<file path="src/rtl/axil_reg_bank.sv">
// axil_reg_bank: AXI4-Lite slave bank of NUM_REGS byte-strobed control registers plus a read-only status word.
// Define AXIL_REG_SHADOW_EN to stage writes in shadow registers that a COMMIT write publishes atomically.
module axil_reg_bank #(
  parameter int          NUM_REGS   = 4,
  parameter int          REG_WIDTH  = 8,
  parameter int          ADDR_WIDTH = 32,
  parameter logic [31:0] RESET_VAL  = 32'h0
) (
  input  logic                          aclk,
  input  logic                          arst,
  input  logic [ADDR_WIDTH-1:0]         s_axil_awaddr,
  input  logic                          s_axil_awvalid,
  output logic                          s_axil_awready,
  input  logic [31:0]                   s_axil_wdata,
  input  logic [3:0]                    s_axil_wstrb,
  input  logic                          s_axil_wvalid,
  output logic                          s_axil_wready,
  output logic [1:0]                    s_axil_bresp,
  output logic                          s_axil_bvalid,
  input  logic                          s_axil_bready,
  input  logic [ADDR_WIDTH-1:0]         s_axil_araddr,
  input  logic                          s_axil_arvalid,
  output logic                          s_axil_arready,
  output logic [31:0]                   s_axil_rdata,
  output logic [1:0]                    s_axil_rresp,
  output logic                          s_axil_rvalid,
  input  logic                          s_axil_rready,
  output logic [NUM_REGS*REG_WIDTH-1:0] reg_out,
  output logic [NUM_REGS-1:0]           reg_update,
  input  logic [31:0]                   status_in
);
  localparam int IW = ADDR_WIDTH - 2;
  localparam logic [IW-1:0] COMMIT_IDX = IW'(NUM_REGS);
  localparam logic [IW-1:0] STATUS_IDX = IW'(NUM_REGS + 1);
  logic                                rdy_q;
  logic                                aw_full_q, w_full_q;
  logic [IW-1:0]                       aw_idx_q;
  logic [31:0]                         w_data_q;
  logic [3:0]                          w_strb_q;
  logic                                bvalid_q, rvalid_q;
  logic [1:0]                          bresp_q, rresp_q;
  logic [31:0]                         rdata_q;
  logic [NUM_REGS-1:0][REG_WIDTH-1:0]  regs_q, regs_d, view;
  logic [NUM_REGS-1:0]                 upd_q, upd_d;
  logic                                wr_ok, exec, aw_hs, w_hs, ar_hs;
  logic [IW-1:0]                       ar_idx;
  logic [31:0]                         rd_data;
  logic [1:0]                          rd_resp;
  logic                                unused_lsbs;
`ifdef AXIL_REG_SHADOW_EN
  logic [NUM_REGS-1:0][REG_WIDTH-1:0]  shadow_q, shadow_d;
  assign view = shadow_q;
`else
  assign view = regs_q;
`endif
  function automatic logic [REG_WIDTH-1:0] merge(input logic [REG_WIDTH-1:0] old,
                                                 input logic [31:0] data, input logic [3:0] strb);
    logic [31:0] m;
    m = {{8{strb[3]}}, {8{strb[2]}}, {8{strb[1]}}, {8{strb[0]}}};
    return REG_WIDTH'((32'(old) & ~m) | (data & m));
  endfunction
  // Holders may refill in the cycle the pending response is being accepted, giving one write per 2 cycles.
  assign s_axil_awready = rdy_q & ~aw_full_q & (~bvalid_q | s_axil_bready);
  assign s_axil_wready  = rdy_q & ~w_full_q & (~bvalid_q | s_axil_bready);
  assign s_axil_arready = rdy_q & ~rvalid_q;
  assign aw_hs = s_axil_awvalid & s_axil_awready;
  assign w_hs  = s_axil_wvalid & s_axil_wready;
  assign ar_hs = s_axil_arvalid & s_axil_arready;
  assign exec  = aw_full_q & w_full_q & ~bvalid_q;
  assign ar_idx = s_axil_araddr[ADDR_WIDTH-1:2];
  assign unused_lsbs = ^{s_axil_awaddr[1:0], s_axil_araddr[1:0]};
  always_comb begin
    regs_d = regs_q;
    upd_d  = '0;
    wr_ok  = (aw_idx_q == COMMIT_IDX);
`ifdef AXIL_REG_SHADOW_EN
    shadow_d = shadow_q;
    for (int i = 0; i < NUM_REGS; i++)
      if (aw_idx_q == IW'(i)) begin
        wr_ok = 1'b1;
        if (exec) shadow_d[i] = merge(shadow_q[i], w_data_q, w_strb_q);
      end
    if (exec && aw_idx_q == COMMIT_IDX) begin
      regs_d = shadow_q;
      upd_d  = '1;
    end
`else
    for (int i = 0; i < NUM_REGS; i++)
      if (aw_idx_q == IW'(i)) begin
        wr_ok = 1'b1;
        if (exec) begin
          regs_d[i] = merge(regs_q[i], w_data_q, w_strb_q);
          upd_d[i]  = 1'b1;
        end
      end
`endif
  end
  always_comb begin
    rd_data = '0;
    rd_resp = (ar_idx == COMMIT_IDX) ? 2'b00 : 2'b10;
    if (ar_idx == STATUS_IDX) begin
      rd_data = status_in;
      rd_resp = 2'b00;
    end
    for (int i = 0; i < NUM_REGS; i++)
      if (ar_idx == IW'(i)) begin
        rd_data = 32'(view[i]);
        rd_resp = 2'b00;
      end
  end
  always_ff @(posedge aclk) begin
    if (arst) begin
      rdy_q     <= 1'b0;
      aw_full_q <= 1'b0;
      w_full_q  <= 1'b0;
      aw_idx_q  <= '0;
      w_data_q  <= '0;
      w_strb_q  <= '0;
      bvalid_q  <= 1'b0;
      bresp_q   <= '0;
      rvalid_q  <= 1'b0;
      rresp_q   <= '0;
      rdata_q   <= '0;
      regs_q    <= {NUM_REGS{REG_WIDTH'(RESET_VAL)}};
      upd_q     <= '0;
`ifdef AXIL_REG_SHADOW_EN
      shadow_q  <= {NUM_REGS{REG_WIDTH'(RESET_VAL)}};
`endif
    end else begin
      rdy_q <= 1'b1;
      if (aw_hs) begin
        aw_full_q <= 1'b1;
        aw_idx_q  <= s_axil_awaddr[ADDR_WIDTH-1:2];
      end else if (exec) aw_full_q <= 1'b0;
      if (w_hs) begin
        w_full_q <= 1'b1;
        w_data_q <= s_axil_wdata;
        w_strb_q <= s_axil_wstrb;
      end else if (exec) w_full_q <= 1'b0;
      regs_q <= regs_d;
      upd_q  <= upd_d;
`ifdef AXIL_REG_SHADOW_EN
      shadow_q <= shadow_d;
`endif
      if (exec) begin
        bvalid_q <= 1'b1;
        bresp_q  <= wr_ok ? 2'b00 : 2'b10;
      end else if (s_axil_bready) bvalid_q <= 1'b0;
      if (ar_hs) begin
        rvalid_q <= 1'b1;
        rdata_q  <= rd_data;
        rresp_q  <= rd_resp;
      end else if (s_axil_rready) rvalid_q <= 1'b0;
    end
  end
  assign s_axil_bvalid = bvalid_q;
  assign s_axil_bresp  = bresp_q;
  assign s_axil_rvalid = rvalid_q;
  assign s_axil_rdata  = rdata_q;
  assign s_axil_rresp  = rresp_q;
  assign reg_out       = regs_q;
  assign reg_update    = upd_q;
endmodule

</file>
<file path="config.mk">
export PLATFORM = sky130hd
export DESIGN_NAME = axil_reg_bank
export DESIGN_NICKNAME = d
export VERILOG_FILES = /design/src/rtl/axil_reg_bank.sv
export SDC_FILE = /design/constraint.sdc
export NUM_CORES = 1
export LEC_CHECK = 0
export BUFFER_PORTS_ARGS = -buffer_cell sky130_fd_sc_hd__buf_2
export CAP_MARGIN = 20
export CORE_ASPECT_RATIO = 1.75
export CORE_MARGIN = 2
export CORE_UTILIZATION = 50
export DETAILED_ROUTE_END_ITERATION = 10
export PLACE_DENSITY_LB_ADDON = 0.1
export RECOVER_POWER = 100
export SETUP_SLACK_MARGIN = 0.4
export SLEW_MARGIN = 5
export SYNTH_ARGS = -nofsm -noshare
export SYNTH_HDL_FRONTEND = slang
export SYNTH_SLANG_ARGS = --single-unit
</file>
<file path="constraint.sdc">
create_clock -name aclk -period 2.95 [get_ports aclk]
set_clock_uncertainty 0.15 [all_clocks]
set_input_delay 0.295 -clock aclk [delete_from_list [all_inputs] [get_ports aclk]]
set_output_delay 0.295 -clock aclk [all_outputs]
set_load 0.02 [all_outputs]
</file>
==> results of run 1 <==
[cell type report]
class                           instances  area [um2]
Sequential cell                       114        2280
Clock inverter                          5        75.1
Clock buffer                           25         505
Multi-Input combinational cell        356        2050
Inverter                                4        15.0
Tap cell                              117         146
Fill cell                             670        2230
Timing Repair Buffer                  244        1420
[metal layers]
metal,track usage (%),share of wire (%),vias up
li1,-,-,2228
met1,26.6,36,2160
met2,52.4,56,182
met3,7.93,4.6,37
met4,13.1,3.4,0
met5,0,0,-
[critical path, stage by stage (launching register included)]
cell	delay, ns
dfxtp_1	0.38
nand2b_1	0.11
and3b_1	0.24
nand2_1	0.10
clkbuf_1	0.92
nand2_1	0.20
a21oi_1	0.21
[cells in the final DEF (no fill, tap or decap), types with 2 or more instances in the layout]
master,count
clkbuf_16,17
conb_1,2
clkinv_2,3
o32ai_1,4
nor2b_1,2
a221o_1,8
clkbuf_1,79
a21oi_1,53
mux2i_1,36
bufinv_16,2
nand4_1,3
dlygate4sd3_1,57
nor3_1,6
nor2_1,73
inv_1,4
nor4_1,8
clkbuf_8,5
nand4_4,4
or4_1,3
buf_4,5
o21ai_0,14
buf_2,106
nand3_1,9
nand2b_1,6
nand2_1,85
a22oi_1,24
and4b_1,4
dfxtp_1,114
[path summary, 6_finish.rpt]
check / from / to / slack [ns]
hold / removal: status_in[21] / s_axil_rdata[21] / 0.009
setup / recovery: s_axil_bvalid / aw_idx_q[18] / 0.57
setup reg to reg: s_axil_bvalid / aw_idx_q[18] / 0.57
hold reg to reg: s_axil_rdata[0] / s_axil_rdata[0] / 0.30
[power by group through the flow]
stage / registers (mW) / logic (mW) / clock network [mW]
final: 1.60 / 0.332 / 1.98
after global routing: 1.60 / 0.362 / 2.08
after floorplan: 1.62 / 0.161 / 0
after global placement: 1.63 / 0.261 / 0
after CTS: 1.60 / 0.326 / 2.00
after detailed placement: 1.63 / 0.266 / 0
[metrics by stage]
stage          instances  hold slack, ns  cell area (um2)  setup slack [ns]
2_1_floorplan        507           0.281             4490             0.926
3_3_place_gp         778           0.283             5460             0.667
3_5_place_dp         778           0.289             5460             0.638
4_1_cts              865        0.000218             6610             0.664
5_1_grt              865         0.00210             6490             0.364
6_report             865         0.00892             6490             0.569
[what timing repair did]
action / CTS / global route
hold buffers: 57 / 0
buffers inserted: 0 / 0
endpoints found under the hold margin: 57 / 0
[cells by family after synthesis]
| logic type | after synthesis |
|---|---|
| AOI/OAI and AO/OA | 104 |
| buffers and inverters | 37 |
| and+or+nand+nor | 214 |
| DFF | 114 |
| other | 1 |
| muxes | 36 |
==> qor.csv, run 1 <==
stage,metric,value,unit
sta,setup_viol,0,
placed_design,io_buffer_count,182,
yosys,yosysTopAreaCell,dfxtp_1,
global_routing,grt_max_degree,61,
pwr,p_leak,2.81,nW
yosys,ys_top_cells_by_count,"dfxtp_1, nand2_1, nor2_1",
critical_path,endpoint_kind,flop,
clock_tree,clock_sinks,114,
pwr,clkPwrFrac,50.6,%
hold_path,min-delay-path-class,in -> reg,
global_routing,grt_overflow,0,
critical_path,arrival,2.55,ns
clock_tree,path_clk_slew,0.05,ns
pwr,p_int,3.07,mW
critical_path,cp-start-kind,flop,
critical_path,ff2ff_path_depth,6,
global_routing,grt_pass1_wl,20300,um
yosys,synth_compound_area_share,14.2,%
yosys,ys_ff_latch,114,
yosys,synth_xor_area_share,0,%
placed_design,place_hpwl,8680,um
clock_tree,clock_latency,0.40,ns
sta,period_minus_slack,2.38,ns
yosys,yosysTopAreaCellShare,50.9,%
floorplanning,dieArea,9780,um2
sta,post-route-period-util,80.7,%
pwr,pwr-share-comb,8.5,%
floorplanning,fp.coreArea,8730,um2
yosys,synth_simple_gate_area_share,23.4,%
yosys,synth_edf_count,0,
critical_path,path_max_fanout,31,
clock_tree,clockBufferDepth,2,
sta,finalSetupTns,0,ns
yosys,synth_top_family_by_area,simple AND/OR/NAND/NOR gates,
pwr,sw_frac_of_total,21.5,%
route,drt_iter0_markers,187,
final_layout,final_util,74.4,%
pwr,p_per_area,602,nW/um2
sta,relSlewSlack,16.4,%
clock_tree,cts_made_buffers,17,
global_routing,grt_pass1_vias,4457,
clock_tree,cts-root-buf,clkbuf_16,
yosys,netlist_area,4490,um2
global_routing,grt_util_all_layers,27.9,%
pwr,seqPwrFrac,40.9,%
sta,rsz0062_at_grt,false,
outcome,status,finished clean,
route,antenna_left,0,
critical_path,worstSetupPathType,reg -> reg,
yosys,synth_most_common_cell,dfxtp_1,
route,routed_wl,13400,um
pwr,finalPower,3.91,mW
route,drc,0,
yosys,synthMuxAreaShare,8.03,%
final_layout,synthToLayoutAreaGrowth,44.7,%
sta,finalMaxSlewViolations,0,
clock_tree,cts_tree,yes,
sta,hold_viol_final,0,
floorplanning,initial_utilization,51.4,%
yosys,ys_types,37,
route,wl_per_cell,15.5,um
sta,worst_slew_pin_slew,1.25,ns
floorplanning,ioPinCount,216,
final_layout,num_antenna_cells,0,
route,drtPass1Iterations,5,
floorplanning,std_cell_rows,45,
yosys,synth_seq_area_share,50.9,%
yosys,ys_async_sr_fraction,0,%
pwr,ir_drop,0.554,mV
final_layout,nets,876,
placed_design,gp_congestion,0.903,
yosys,synth_area_leaders,"dfxtp_1, mux2i_1, nand2_1",
hold_path,hold_depth,3,
global_routing,antenna_found_initial,0,
final_layout,layout-drive-gt1-share,19.5,%
sta,fmax,420,MHz
critical_path,cp.required,3.12,ns
pwr,p_switching,841,uW
flow_run,cap_violations,0,
route,vias,4607,
clock_tree,h-tree-depth,4,
floorplanning,dieWidth,75.6,um
yosys,synthAdderAreaFrac,0,%
clock_tree,post_cts_resized,0,
yosys,synth_ff_type,dfxtp_1,
route,viasPerCell,5.33,
floorplanning,fp.dieH,129,um
yosys,yosys_warnings,0,
yosys,syn_inst,506,
yosys,avgSynthCellArea,8.87,um2
Power figures use the tool's default switching activity.
==> inputs of run 2 (changes only) <==
--- a/config.mk
+++ b/config.mk
@@ -9,7 +9,7 @@
 export CAP_MARGIN = 20
 export CORE_ASPECT_RATIO = 1.75
 export CORE_MARGIN = 2
-export CORE_UTILIZATION = 50
+export CORE_UTILIZATION = 46
 export DETAILED_ROUTE_END_ITERATION = 10
 export PLACE_DENSITY_LB_ADDON = 0.1
 export RECOVER_POWER = 100
==> constraint.sdc (replaced) <==
create_clock -name aclk -period 2.2 [get_ports aclk]
set_clock_uncertainty 0.15 [all_clocks]
set_input_delay 0.22 -clock aclk [delete_from_list [all_inputs] [get_ports aclk]]
set_output_delay 0.22 -clock aclk [all_outputs]
set_load 0.02 [all_outputs]
==> run 2 against run 1 <==
Effect of this change:
- fmax rose by 16%
- clock power rose by 32%
- worst setup slack worse by 0.42 ns
- critical path depth unchanged
- register-to-register slack worse by 0.42 ns
- largest cell class unchanged
==> qor.csv, run 2 (synthesis results as in run 1) <==
stage,metric,value,unit
route,drtPass1Iterations,4,
final_layout,final_cell_mix,"dfxtp_1, buf_2, nand2_1",
critical_path,arrival,2.18,ns
placed_design,dp.cells,789,
critical_path,cp.required,2.32,ns
final_layout,final_util,70.7,%
clock_tree,clock_latency,0.40,ns
global_routing,antenna_found_initial,1,
clock_tree,path_clk_slew,0.05,ns
global_routing,grt_util_all_layers,25.2,%
final_layout,layout-drive-gt1-share,21.0,%
route,wl_per_cell,15.1,um
floorplanning,dieWidth,78.7,um
route,routed_wl,13400,um
floorplanning,fp.dieH,135,um
sta,period_minus_slack,2.06,ns
route,vias,4586,
pwr,p_per_area,781,nW/um2
final_layout,final_common_cell,dfxtp_1,
clock_tree,cts_tree,yes,
clock_tree,cts-root-buf,clkbuf_16,
pwr,ir_drop,0.729,mV
placed_design,place_hpwl,8900,um
hold_path,min-delay-path-class,in -> reg,
final_layout,nets,892,
sta,rsz0062_at_grt,true,
final_layout,layoutNonFillerInstCount,888,
route,drt_iter0_markers,173,
clock_tree,clockBufferDepth,2,
critical_path,cp-start-kind,flop,
sta,setup_ws,0.145,ns
critical_path,max_stage_delay,0.55,ns
sta,setup_viol,0,
route,drc,0,
sta,hold_viol_final,0,
global_routing,grt_pass1_wl,21000,um
placed_design,io_buffer_count,182,
final_layout,synthToLayoutAreaGrowth,49.2,%
route,antenna_left,0,
critical_path,crit_slowest_cell,or4_4,
critical_path,path_buf_inv,1,
floorplanning,initial_utilization,47.4,%
sta,worst_slew_pin_slew,0.560,ns
critical_path,worstSetupPathType,reg -> reg,
sta,finalSetupTns,0,ns
pwr,p_leak,2.90,nW
sta,fmax,487,MHz
route,viasPerCell,5.16,
floorplanning,fp.coreArea,9470,um2
floorplanning,dieArea,10600,um2
critical_path,endpoint_kind,flop,
global_routing,grt_overflow,0,
critical_path,crit_family,simple AND/OR/NAND/NOR gates,
clock_tree,h-tree-depth,4,
placed_design,pre_cts_ws,0.138,ns
sta,relSlewSlack,62.4,%
critical_path,crit_chain,"or4_4, nor3_4, buf_12, nand4_4, mux2i_1, nor2_1",
clock_tree,cts_made_buffers,17,
global_routing,grt_pass1_vias,4414,
floorplanning,std_cell_rows,47,
flow_run,cap_violations,0,
outcome,status,finished clean,
sta,post-route-period-util,93.4,%
final_layout,fin_area,6700,um2
sta,finalMaxSlewViolations,0,
placed_design,gp_congestion,0.818,
global_routing,grt_max_degree,104,
placed_design,dpl-instance-area,5580,um2
critical_path,path_max_fanout,8,
clock_tree,clock_sinks,114,
floorplanning,ioPinCount,216,
-- run 2: worst register-to-register path, cell delays in order (launching register included) --
cell and delay (ns):
dfxtp_1 0.31, or4_4 0.55, nor3_4 0.21, buf_12 0.15, nand4_4 0.25, mux2i_1 0.26
nor2_1 0.05
-- run 2: path summary, 6_finish.rpt --
path / from / to / slack (ns) / cells past startpoint
worst max-delay path: aw_idx_q[21] / flop / 0.14 / 6
worst min-delay path: s_axil_wvalid / w_data_q[2] / 0.05 / 3
worst max register to register: aw_idx_q[21] / flop / 0.14 / 6
worst min register to register: aw_idx_q[10] / aw_idx_q[10] / 0.30 / 2
-- run 2: timing repair --
| item | CTS | global route |
|---|---|---|
| endpoints found under the setup margin | 66 | 71 |
| buffers inserted | 1 | 1 |
| gates cloned | 0 | 0 |
| pin swaps | 2 | 4 |
| gates resized for setup | 2 | 9 |
| endpoints found under the hold margin | 65 | 0 |
| hold buffers | 65 | 0 |
-- run 2: power by group --
| group | internal, mW | leakage, nW | switching, mW |
|---|---|---|---|
| Clock | 1.71 | 0.282 | 0.911 |
| Sequential | 2.11 | 0.923 | 0.0315 |
| Combinational | 0.233 | 1.69 | 0.238 |
-- run 2: cell type report --
| type | instances | area (um2) |
|---|---|---|
| Clock buffer | 21 | 460 |
| Inverter | 4 | 15.0 |
| Sequential cell | 114 | 2280 |
| Multi-Input combinational cell | 356 | 2070 |
| Clock inverter | 10 | 110 |
| Fill cell | 770 | 2770 |
| Antenna cell | 1 | 2.50 |
| Tap cell | 122 | 153 |
| Timing Repair Buffer | 260 | 1600 |
-- run 2: metal layers --
metal  vias to the layer above  part of all wire [%]  GRT usage [%]
met2                       171                    55           46.6
met1                      2113                    38           26.6
li1                       2273                     -              -
met4                         0                   2.6           10.6
met5                         -                     0              0
met3                        29                   5.2           6.02
-- run 2: through the flow --
| step | power (mW) | hold slack (ns) |
|---|---|---|
| finish | 5.23 | 0.0461 |
| floorplan | 2.40 | 0.206 |
| global route | 5.43 | 0.0402 |
| CTS | 5.28 | 0.0238 |
| global placement | 2.55 | 0.285 |
| detailed placement | 2.56 | 0.296 |
==> inputs of run 3 (changes only) <==
==> constraint.sdc (replaced) <==
create_clock -name aclk -period 2.25 [get_ports aclk]
set_clock_uncertainty 0.15 [all_clocks]
set_input_delay 0.225 -clock aclk [delete_from_list [all_inputs] [get_ports aclk]]
set_output_delay 0.225 -clock aclk [all_outputs]
set_load 0.02 [all_outputs]
==> run 3 against run 2 <==
Effect of this change:
- fmax shrank 1.7%
- critical path type unchanged
- worst hold slack is essentially flat
- largest cell class unchanged
- sequential share of layout area shrank 0.11 points
- highest routed layer unchanged
- non-clock buffer count grew 2
- worst setup slack gained 0.015 ns
==> qor.csv, run 3 (synthesis results as in run 1) <==
stage,metric,value,unit
outcome,status,finished clean,
critical_path,cp-start-kind,flop,
pwr,p_per_area,772,nW/um2
global_routing,grt_pass1_wl,21300,um
sta,post-route-period-util,92.9,%
floorplanning,std_cell_rows,47,
sta,hold_slack,0.0457,ns
clock_tree,h-tree-depth,4,
clock_tree,clockBufferDepth,2,
pwr,ir_drop,0.649,mV
placed_design,pre_cts_ws,0.119,ns
critical_path,rr_startpoint,aw_idx_q[24],
final_layout,nets,894,
final_layout,final_util,71.0,%
sta,hold_viol_final,0,
global_routing,met1_usage,27.2,%
global_routing,grtUsageMet2,47.3,%
final_layout,layout-drive-gt1-share,21.6,%
sta,relSlewSlack,11.3,%
sta,setup_ws,0.159,ns
route,viasPerCell,5.21,
critical_path,path_max_fanout,8,
route,vias,4635,
sta,fmax,478,MHz
pwr,p_leak,2.91,nW
route,routed_wl,13700,um
clock_tree,cts_made_buffers,17,
sta,finalSetupTns,0,ns
floorplanning,dieArea,10600,um2
final_layout,multiInputGateArea,2080,um2
pwr,pwr-share-comb,8.9,%
sta,rsz0062_at_grt,true,
flow_run,cap_violations,0,
global_routing,grt_use_met3,5.15,%
pwr,sw_frac_of_total,22.4,%
clock_tree,clock_latency,0.39,ns
final_layout,final_common_cell,dfxtp_1,
pwr,p_switching,1.16,mW
hold_path,hold_depth,3,
final_layout,fillerInstances,808,
sta,worst_slew_pin_slew,1.33,ns
global_routing,busiest_layer,met2,
floorplanning,ioPinCount,216,
final_layout,layout.area.seq,2280,um2
critical_path,endpoint_kind,flop,
floorplanning,initial_utilization,47.4,%
sta,setup_viol,0,
sta,finalMaxSlewViolations,0,
pwr,clkPwrFrac,50.7,%
global_routing,antenna_found_initial,0,
route,drc,0,
route,wl_per_cell,15.4,um
hold_path,hold_path_end,w_strb_q[0],
final_layout,final_cell_mix,"dfxtp_1, buf_2, nand2_1",
critical_path,cp.required,2.35,ns
global_routing,grt_overflow,0,
final_layout,synthToLayoutAreaGrowth,49.7,%
hold_path,worstHoldStart,s_axil_wvalid,
critical_path,arrival,2.19,ns
pwr,seqPwrFrac,40.4,%
clock_tree,cts_tree,yes,
route,drtPass1Iterations,5,
hold_path,min-delay-path-class,in -> reg,
final_layout,num_antenna_cells,0,
clock_tree,path_clk_slew,0.05,ns
critical_path,reg2reg_slack,0.16,ns
global_routing,grt_max_degree,41,
placed_design,gp_congestion,0.876,
floorplanning,fp.coreArea,9470,um2
clock_tree,cts-root-buf,clkbuf_16,
floorplanning,fp.dieH,135,um
sta,period_minus_slack,2.09,ns
pwr,p_int,4.03,mW
placed_design,place_hpwl,9060,um
global_routing,grt_util_all_layers,25.6,%
placed_design,io_buffer_count,182,
global_routing,grt_pass1_vias,4496,
floorplanning,dieWidth,78.7,um
route,antenna_left,0,
clock_tree,clock_sinks,114,
critical_path,ff2ff_path_depth,6,
route,drt_iter0_markers,162,
critical_path,worstSetupPathType,reg -> reg,
[run 3: per-layer routing]
| layer | up-vias | wire length [um] |
|---|---|---|
| met5 | - | 0 |
| met4 | 0 | 413 |
| met3 | 30 | 547 |
| met2 | 147 | 7590 |
| met1 | 2198 | 5200 |
| li1 | 2260 | - |
[run 3: area by class of cell]
class / count / area share [%]
multi-input combinational: 356 / 30.9
clock buffer: 23 / 7.26
timing repair buffer: 262 / 23.8
clock inverter: 9 / 1.55
tap: 122 / 2.27
inverter: 4 / 0.223
sequential: 114 / 34.0
[run 3: worst max-delay path by stage]
stage | from | endpoint | slack, ns | depth (start not counted)
after CTS | aw_idx_q[28] | flop | 0.17 | 6
after floorplan | aw_idx_q[21] | flop | 0.23 | 5
after global routing | aw_idx_q[24] | flop | 0.03 | 6
final | aw_idx_q[24] | flop | 0.16 | 6
after global placement | s_axil_araddr[30] | s_axil_rdata[7] | 0.19 | 6
after detailed placement | aw_idx_q[9] | flop | 0.12 | 5
[run 3: worst max-delay path, cell delays in order, from the launching register on]
cell,delay (ns)
dfxtp_1,0.31
or4_4,0.54
nor3_4,0.22
buf_12,0.15
nand4_4,0.26
mux2i_1,0.24
nor2_1,0.05
[run 3: stage by stage]
stage               std cells  power (mW)  instance area [um2]
finish                    890        5.19                 6720
global route              890        5.37                 6720
CTS                       890        5.23                 6840
detailed placement        792        2.51                 5580
global placement          792        2.50                 5580
floorplan                 507        2.34                 4500
[run 3: power groups by stage]
stage / combinational (mW) / sequential (mW) / clock (mW)
2_1_floorplan: 0.214 / 2.13 / 0
3_3_place_gp: 0.364 / 2.13 / 0
3_5_place_dp: 0.372 / 2.14 / 0
4_1_cts: 0.462 / 2.09 / 2.68
5_1_grt: 0.505 / 2.10 / 2.76
6_report: 0.463 / 2.09 / 2.63
[run 3: what timing repair did]
item	in CTS	in global routing
hold buffers	65	0
endpoints found under the hold margin	65	0
gates resized for setup	4	3
pin swaps	3	6
setup endpoints to repair	68	39
setup buffers	1	0
